===== config.mk =====
export PLATFORM = sky130hd
export DESIGN_NAME = switch_conditioner
export DESIGN_NICKNAME = d
export VERILOG_FILES = /design/src/rtl/switch_cond_pkg.sv /design/src/rtl/switch_debounce_core.sv /design/src/rtl/switch_conditioner.sv
export SDC_FILE = /design/constraint.sdc
export NUM_CORES = 1
export LEC_CHECK = 0
export ABC_CLOCK_PERIOD_IN_PS = 1400
export BUFFER_PORTS_ARGS = -buffer_cell sky130_fd_sc_hd__buf_2
export CAP_MARGIN = 20
export CELL_PAD_IN_SITES_DETAIL_PLACEMENT = 2
export CELL_PAD_IN_SITES_GLOBAL_PLACEMENT = 2
export CORE_AREA = 2 2 60 62
export CTS_CLUSTER_SIZE = 40
export DETAILED_ROUTE_END_ITERATION = 7
export DIE_AREA = 0 0 62 64
export PLACE_DENSITY = 0.78
export SKIP_LAST_GASP = 1
export SLEW_MARGIN = 25
export SYNTH_ARGS = -nofsm -noshare
export SYNTH_HDL_FRONTEND = slang
export SYNTH_SLANG_ARGS = --single-unit

===== constraint.sdc =====
create_clock -name i_Clk -period 1.4 [get_ports i_Clk]
set_input_delay 0.14 -clock i_Clk [delete_from_list [all_inputs] [get_ports i_Clk]]
set_output_delay 0.14 -clock i_Clk [all_outputs]
set_load 0.02 [all_outputs]

===== src/rtl/switch_cond_pkg.sv =====
// Board-level constants and the auto-repeat state encoding shared by the
// switch_conditioner slice.
package switch_cond_pkg;

    localparam int unsigned CLK_HZ                 = 25_000_000;
    localparam int unsigned DEFAULT_DEBOUNCE_LIMIT = CLK_HZ / 100;
    localparam int unsigned DEFAULT_REPEAT_DELAY   = CLK_HZ / 2;
    localparam int unsigned DEFAULT_REPEAT_RATE    = CLK_HZ / 10;

    typedef enum logic [1:0] {
        IDLE   = 2'd0,
        DELAY  = 2'd1,
        REPEAT = 2'd2
    } repeat_state_e;

endpackage


===== src/rtl/switch_debounce_core.sv =====
// Two-flop synchroniser followed by a persistence counter; exposes the accepted
// level and the level it will take on the next edge.
module switch_debounce_core
    import switch_cond_pkg::*;
#(
    parameter int unsigned DEBOUNCE_LIMIT = DEFAULT_DEBOUNCE_LIMIT
) (
    input  logic i_Clk,
    input  logic i_Rst,
    input  logic i_Switch,
    output logic o_Stable,
    output logic o_Stable_Next
);

    localparam int unsigned        CNT_W    = $clog2(DEBOUNCE_LIMIT + 1);
    localparam logic [CNT_W-1:0]   CNT_LAST = CNT_W'(DEBOUNCE_LIMIT - 1);

    logic             sync1_q, sync1_d;
    logic             sync2_q, sync2_d;
    logic             stable_q, stable_d;
    logic [CNT_W-1:0] count_q, count_d;

    // Count only while the synchronised level disagrees with the accepted one;
    // any agreement drops the count back to zero.
    always_comb begin
        sync1_d  = i_Switch;
        sync2_d  = sync1_q;
        stable_d = stable_q;
        count_d  = '0;
        if (sync2_q != stable_q) begin
            if (count_q == CNT_LAST) begin
                stable_d = sync2_q;
            end else begin
                count_d = count_q + CNT_W'(1);
            end
        end
    end

    always_ff @(posedge i_Clk) begin
        if (i_Rst) begin
            sync1_q  <= 1'b0;
            sync2_q  <= 1'b0;
            stable_q <= 1'b0;
            count_q  <= '0;
        end else begin
            sync1_q  <= sync1_d;
            sync2_q  <= sync2_d;
            stable_q <= stable_d;
            count_q  <= count_d;
        end
    end

    assign o_Stable      = stable_q;
    assign o_Stable_Next = stable_d;

endmodule


===== src/rtl/switch_conditioner.sv =====
// Debounced push-button front end with press/release pulses. Defining
// SWITCH_CONDITIONER_AUTO_REPEAT_EN adds hold-to-repeat press pulses.
module switch_conditioner
    import switch_cond_pkg::*;
#(
    parameter int unsigned DEBOUNCE_LIMIT = DEFAULT_DEBOUNCE_LIMIT,
    parameter int unsigned REPEAT_DELAY   = DEFAULT_REPEAT_DELAY,
    parameter int unsigned REPEAT_RATE    = DEFAULT_REPEAT_RATE
) (
    input  logic i_Clk,
    input  logic i_Rst,
    input  logic i_Switch,
    output logic o_Switch,
    output logic o_Press,
    output logic o_Release
);

    logic stable;
    logic stable_next;
    logic press_d, press_q;
    logic release_d, release_q;

    if (DEBOUNCE_LIMIT == 0 || REPEAT_DELAY == 0 || REPEAT_RATE == 0) begin : g_bad_params
        $error("switch_conditioner: DEBOUNCE_LIMIT, REPEAT_DELAY and REPEAT_RATE must be >= 1");
    end

    switch_debounce_core #(
        .DEBOUNCE_LIMIT(DEBOUNCE_LIMIT)
    ) u_core (
        .i_Clk        (i_Clk),
        .i_Rst        (i_Rst),
        .i_Switch     (i_Switch),
        .o_Stable     (stable),
        .o_Stable_Next(stable_next)
    );

`ifdef SWITCH_CONDITIONER_AUTO_REPEAT_EN
    localparam int unsigned TIMER_MAX = (REPEAT_DELAY > REPEAT_RATE) ? REPEAT_DELAY : REPEAT_RATE;
    localparam int unsigned TIMER_W   = $clog2(TIMER_MAX + 1);
    localparam logic [TIMER_W-1:0] DELAY_LAST = TIMER_W'(REPEAT_DELAY - 1);
    localparam logic [TIMER_W-1:0] RATE_LAST  = TIMER_W'(REPEAT_RATE - 1);

    repeat_state_e      state_q, state_d;
    logic [TIMER_W-1:0] timer_q, timer_d;

    // An accepted release wins over a repeat tick due in the same cycle.
    always_comb begin
        state_d   = state_q;
        timer_d   = timer_q;
        press_d   = stable_next & ~stable;
        release_d = stable & ~stable_next;
        case (state_q)
            IDLE: begin
                if (press_d) begin
                    state_d = DELAY;
                    timer_d = '0;
                end
            end
            DELAY: begin
                if (release_d) begin
                    state_d = IDLE;
                    timer_d = '0;
                end else if (timer_q == DELAY_LAST) begin
                    state_d = REPEAT;
                    timer_d = '0;
                    press_d = 1'b1;
                end else begin
                    timer_d = timer_q + TIMER_W'(1);
                end
            end
            REPEAT: begin
                if (release_d) begin
                    state_d = IDLE;
                    timer_d = '0;
                end else if (timer_q == RATE_LAST) begin
                    timer_d = '0;
                    press_d = 1'b1;
                end else begin
                    timer_d = timer_q + TIMER_W'(1);
                end
            end
            default: begin
                state_d = IDLE;
                timer_d = '0;
            end
        endcase
    end

    always_ff @(posedge i_Clk) begin
        if (i_Rst) begin
            state_q <= IDLE;
            timer_q <= '0;
        end else begin
            state_q <= state_d;
            timer_q <= timer_d;
        end
    end
`else
    always_comb begin
        press_d   = stable_next & ~stable;
        release_d = stable & ~stable_next;
    end
`endif

    // Pulses are registered alongside the accepted level so they line up with o_Switch.
    always_ff @(posedge i_Clk) begin
        if (i_Rst) begin
            press_q   <= 1'b0;
            release_q <= 1'b0;
        end else begin
            press_q   <= press_d;
            release_q <= release_d;
        end
    end

    assign o_Switch  = stable;
    assign o_Press   = press_q;
    assign o_Release = release_q;

endmodule


==> results by group, run 1 <==
Final layout
  – Area Growth Syn to Fin: 44.5%
  – Nets: approximately 140
  – Layout cell share with drive strength beyond 1: 57.2%
  – Final antenna diode count: 0
  – Commonest non-fill, non-tap cells in the layout: buf_4, xnor2_1, dfxtp_2, nor2_1, dfxtp_1
  – Most common cell after layout, fill and taps aside: buf_4

Global route
  – Largest net degree at the start of global routing: 13
  – Initial antenna violation count: 0
  – Vias in the first global route: around 1,000
  – First-pass GRT wire length: ~5.3 mm
  – Total gr overflow: 0
  – GRT Util Overall: between 10% and 20%

Route
  – 1st-pass router iterations: 4
  – Post-route ant nets: 0
  – Drt wl/cell: roughly 21 µm
  – DR iter-0 viols: 15
  – Drt total wl: 3.90 mm
  – Vias per inst: 5.04
  – Vias: ~930
  – Drc violations: 0

Yosys
  – Mean Syn Cell Area: 10.0 µm²
  – YS warnings: 0
  – Synthesized-area fraction occupied by adder cells: 1.14%
  – Synth Net Count: about 110
  – Post-synth EDFFs: 0
  – Combinational family with the most area after synthesis: simple AND/OR/NAND/NOR gates
  – Mux share of post-synthesis cell area: 0.914%
  – Synthesized netlist cell count: roughly 110
  – Ys flop type: dfxtp_1
  – Synth Area in Compound Gates: roughly 4.6%
  – FF+latch count, synth: 23
  – Sequential share of the synthesized area: 42.1%
  – Simple-gate share of the synthesized area: 37.3%
  – Asr flop ratio synth: 0%
  – Synth Cell Area: roughly 1100 µm²
  – Post-Synth XOR/XNOR Area: between 10% and 20%
  – Synth unique cells: 32

CTS
  – Root buffer selected by CTS: clkbuf_4
  – H-tree levels: 1
  – CTS tree: done
  – Longest Clk Path Bufs: 2
  – Cts bufs inserted: 3
  – Clock-pin slew on the worst setup and hold paths: about 0.13 ns
  – Worst skew pair latency: ~0.32 ns
  – Hold buffers post-CTS: 0
  – Clock Sinks: 23

Worst setup path
  – Flop2flop setup slack: -0.1 ns
  – Worst Setup EP: u_core.count_q[8]
  – CP required: roughly 1.6 ns
  – RR Endpoint: u_core.count_q[8]
  – R2R depth: 6
  – Worst Path Buf+Inv: 1
  – Worst path depth: 6
  – Critical path data arrival time: ~1.7 ns
  – Worst path top cell family by delay: simple AND/OR/NAND/NOR gates
  – CP Launch Point: u_core.count_q[0]
  – CP Launch Type: flip-flop
  – R2R Path Start: u_core.count_q[0]
  – CP Cell Sequence: ha_4 -> and3_4 -> nand3_4 -> o21ai_4 -> buf_6 -> nor2_1
  – CP peak stage delay: 0.39 ns
  – Setup crit end kind: flip-flop
  – Slowest cell on crit path: dfxtp_4
  – Crit Path Class: reg -> reg
  – CP max FO: 8

Placement
  – Port Buffer Count: 5
  – HPWL Detailed: between 2 and 2.5 mm
  – RePlAce Congestion: 0.745

Timing
  – Max-slew headroom: between 70% and 80%
  – Hold_ws: ~0.023 ns
  – Highest Clock Rate: 667 MHz
  – Tightest Pin Transition: ~0.36 ns
  – Final worst slack: -0.0994 ns
  – Setup violations, final: 18
  – Fin crit period: 1.50 ns
  – Clock skew: around 0.0018 ns
  – Final Hold Fails: 0
  – Final Max Tran Viols: 0
  – Period utilization: 107%
  – RSZ-0062 raised after global routing: true

Floorplanning
  – Die H: ~64 µm
  – Initial Utilization: about 33%
  – Core Rows: 21
  – Die area: about 4000 µm²
  – # IOs: 6
  – Core area: between 3000 and 4000 µm²
  – Die width: just over 60 µm

Power and ir drop
  – Total chip power: 1010 µW
  – Pwr dens: roughly 640 nW/µm²
  – Leak: between 0.0005 and 0.0006 µW
  – Max IR drop VDD: about 0.44 mV

Run
  – Max-Cap Viols: 0

Status
  – Failing checks: setup timing
  – Outcome: complete, but fails checks

Worst hold path
  – Hold WC Path Type: in -> reg
  – Hold depth: 2
-- sequential cells by signal, indices dropped and copies added (netlist names) --
| signal | count |
|---|---|
| o_Press | 1 |
| o_Release | 1 |
| u_core.o_Stable | 1 |
| u_core.sync1_q | 1 |
| u_core.count_q | 18 |
| u_core.sync2_q | 1 |
-- per-stage QoR --
stage / area, µm² / util [%] / worst slack (ns) / std cells / TNS [ns]
after floorplan: 1100 / - / 0.0182 / 109 / 0
after global routing: 1580 / 48.2 / -0.139 / 184 / -2.04
after global placement: 1300 / 39.5 / -0.0228 / 175 / -0.0272
after detailed placement: 1300 / 39.5 / -0.0824 / 175 / -1.01
final: 1580 / 48.2 / -0.0994 / 184 / -1.23
after CTS: 1420 / 43.2 / -0.0382 / 181 / -0.0670
-- worst min path at each step --
stage / from / to / slack, ns
after global placement: i_Switch / u_core.sync1_q / 0.36
after global routing: i_Switch / u_core.sync1_q / 0.03
after floorplan: i_Rst / u_core.sync1_q / 0.21
after CTS: i_Switch / u_core.sync1_q / 0.03
after detailed placement: i_Switch / u_core.sync1_q / 0.36
final: i_Switch / u_core.sync1_q / 0.02
-- power by group --
part / total (µW) / switching [µW] / internal, µW / leakage (µW)
sequential: 655 / 2.61 / 652 / 0.000194
clock: 323 / 212 / 112 / 0.0000150
combinational: 30.5 / 19.0 / 11.5 / 0.000333
total: 1010 / 233 / 776 / 0.000542
-- layer usage --
layer  vias up  routed length, µm  global-route usage (%)
met5         -                  0                       0
met4         0                104                    7.45
met3         8                 40                    3.64
met2         9               2150                    30.2
met1       470               1600                    23.8
li1        441                  -                       -
-- cell type report --
class                           count  area [µm²]
Clock buffer                        4        26.3
Fill cell                         324        1700
Inverter                            3        11.3
Multi-Input combinational cell     82         790
Sequential cell                    23         487
Tap cell                           46        57.6
Timing Repair Buffer               26         210
-- synthesized netlist by cell type (2+ instances only) --
cell      number  area, µm²
dfxtp_1       23        460
nor2_1        15       56.3
xnor2_1       13        114
nand3_1        5       25.0
nor3_1         5       25.0
nor4_2         4       50.1
and3_1         3       18.8
inv_1          3       11.3
nand2_1        3       11.3
nand3_2        3       30.0
nand4_1        3       18.8
nor2_2         3       18.8
nor2b_1        3       18.8
nand2b_1       2       12.5
nor4_1         2       12.5
nor4b_2        2       30.0
xor2_1         2       17.5
-- timing repair --
| item | in CTS | in global routing |
|---|---|---|
| resized for setup | 19 | 32 |
| setup buffers | 2 | 3 |
| pin swaps | 7 | 16 |
| endpoints found under the setup margin | 18 | 20 |
-- cells by family (layout without fill, tap and decap cells) --
family          after synthesis  in the layout
compound gates                6              6
fa+ha+maj                     1              1
flops                        23             23
mux                           1              1
buf+inv                       4             33
simple gates                 59             59
xor+xnor                     15             15
Note: power is estimated with default switching activity, not from simulation.
==> inputs of run 2 (changes only) <==
--- a/config.mk
+++ b/config.mk
@@ -15,6 +15,7 @@
 export DETAILED_ROUTE_END_ITERATION = 7
 export DIE_AREA = 0 0 62 64
 export PLACE_DENSITY = 0.78
+export SETUP_SLACK_MARGIN = 0.02
 export SKIP_LAST_GASP = 1
 export SLEW_MARGIN = 25
 export SYNTH_ARGS = -nofsm -noshare
==> results by group, run 2 (synthesis results as in run 1) <==
Status
  – Outcome: complete, but fails checks
  – Failing checks: setup timing

Timing
  – Final Hold Fails: 0 (unchanged)
  – Clock skew: 0.00837 ns (+0.00653 ns)
  – Final Max Tran Viols: 0 (unchanged)
  – Fin crit period: 1.48 ns (-0.0169 ns)
  – Period utilization: 106% (-1.2 points)
  – Max-slew headroom: 76.0% (+0.24 points)
  – Setup violations, final: 18 (unchanged)
  – Tightest Pin Transition: 0.359 ns (-0.00414 ns)
  – Highest Clock Rate: 675 MHz (+1.1%)
  – Final worst slack: -0.0826 ns (+0.0169 ns)
  – RSZ-0062 raised after global routing: true

Placement
  – Placement Cell Area: 1310 µm² (+1.2%)
  – RePlAce Congestion: 0.739 (-0.77%)
  – Port Buffer Count: 5 (unchanged)
  – HPWL Detailed: 2.19 mm (-1.6%)
  – Post-Place Cells: 174 (-0.57%)

Final layout
  – Nets: 140 (-2.1%)
  – Layout Cells excl Fill: 181 (-1.6%)
  – Layout cell share with drive strength beyond 1: 50.4% (-6.9 points)
  – Max reg flops: 18 (unchanged)
  – Biggest register: u_core.count_q
  – Area Growth Syn to Fin: 39.5%
  – Post-layout instance area: 1530 µm² (-3.4%)
  – Commonest non-fill, non-tap cells in the layout: nor2_1, buf_4, xnor2_1, dfxtp_1, dfxtp_2
  – Final antenna diode count: 0 (unchanged)

Route
  – DR iter-0 viols: 24 (+9)
  – Drt wl/cell: 19.5 µm (-8.1%)
  – Vias per inst: 5.07 (+0.45%)
  – 1st-pass router iterations: 4 (unchanged)
  – Vias: 917 (-1.2%)
  – Drc violations: 0 (unchanged)
  – Post-route ant nets: 0 (unchanged)
  – Drt total wl: 3.52 mm (-9.6%)

Global route
  – Total gr overflow: 0 (unchanged)
  – Largest net degree at the start of global routing: 16 (+3)
  – First-pass GRT wire length: 5.73 mm (+7.8%)
  – GRT Util Overall: 20.1% (+1.3 points)
  – Initial antenna violation count: 0 (unchanged)
  – Vias in the first global route: 1,025 (+0.79%)

Worst setup path
  – CP required: 1.62 ns (about the same)
  – Slowest cell on crit path: dfxtp_4
  – CP max FO: 5 (-3)
  – Worst Path Buf+Inv: 2 (+1)
  – Critical path data arrival time: 1.70 ns (-0.02 ns)
  – Worst path top cell family by delay: simple AND/OR/NAND/NOR gates
  – CP Cell Sequence: buf_12 -> nand4_4 -> buf_4 -> nor3_1 -> xnor2_1 -> nor2_1
  – Crit Path Class: reg -> reg
  – Setup crit end kind: flip-flop
  – CP peak stage delay: 0.40 ns (about the same)
  – CP Launch Type: flip-flop

Power and ir drop
  – Pwr dens: 653 nW/µm² (+2.4%)
  – Leak: 0.000568 µW (+4.8%)
  – Max IR drop VDD: 0.362 mV (-17%)

CTS
  – Clock-pin slew on the worst setup and hold paths: 0.14 ns (about the same)
  – Worst skew pair latency: 0.32 ns (about the same)
  – Cts bufs inserted: 3 (unchanged)
  – Clock Sinks: 23 (unchanged)
  – CTS tree: done
  – Longest Clk Path Bufs: 2 (unchanged)
  – H-tree levels: 1 (unchanged)
  – Root buffer selected by CTS: clkbuf_4

Floorplanning
  – Initial Utilization: 33.3% (unchanged)
  – # IOs: 6 (unchanged)
  – Die area: 3970 µm² (unchanged)
  – Die width: 62 µm (unchanged)
  – Core area: 3280 µm² (unchanged)
  – Die H: 64 µm (unchanged)
  – Core Rows: 21 (unchanged)

Worst hold path
  – Hold WC Path Type: in -> reg

Run
  – Max-Cap Viols: 0 (unchanged)
-- run 2: changes by cell type in the layout (fill, tap and decap cells not counted), sizes merged --
cell	previous run	this run
buf	26	23
clkbuf	4	3
clkinv	0	1
-- run 2: timing repair --
item	CTS	global route
cloned	0	0
pin swaps	6	3
gates resized for setup	22	14
setup buffers	1	2
hold endpoints to repair	0	0
hold buffers	0	0
endpoints found under the setup margin	19	20
-- run 2: final timing paths --
path,to,slack (ns),cells past startpoint,start
min reg2reg,u_core.sync2_q,0.46,1,u_core.sync1_q
max,u_core.count_q[7],-0.08,6,u_core.count_q[1]
max reg2reg,u_core.count_q[7],-0.08,6,u_core.count_q[1]
min,u_core.sync2_q,0.09,2,i_Rst
-- run 2: layer usage --
layer	wire length (µm)	GRT usage [%]	share of wire, %
met4	47	7.18	1.3
met2	1880	33.2	53
met1	1570	25.9	45
met5	0	0	0
met3	28	2.63	0.79
-- run 2: where the power goes --
| group | switching (µW) | internal (µW) | leakage (µW) |
|---|---|---|---|
| Clock | 214 | 107 | 0.0000177 |
| Combinational | 14.8 | 10.6 | 0.000356 |
| Sequential | 2.73 | 649 | 0.000194 |
| Total | 232 | 766 | 0.000568 |
-- run 2: cell type report --
type,instances,area (µm²)
timing repair buffer,23,189
clock inverter,1,5.00
inverter,3,11.3
clock buffer,3,22.5
sequential,23,490
multi-input combinational,82,752
fill,329,1760
tap,46,57.6
-- run 2: stage by stage --
stage	setup TNS [ns]	hold WS, ns	util [%]	setup WS [ns]	total power [µW]
5_1_grt	-1.77	0.0715	46.5	-0.171	1050
2_1_floorplan	0	0.212	-	0.0413	685
3_3_place_gp	-0.273	0.357	39.9	-0.0206	695
6_report	-0.678	0.0925	46.5	-0.0826	998
3_5_place_dp	-0.963	0.415	39.9	-0.107	697
4_1_cts	-0.402	0.0670	44.0	-0.0473	1020
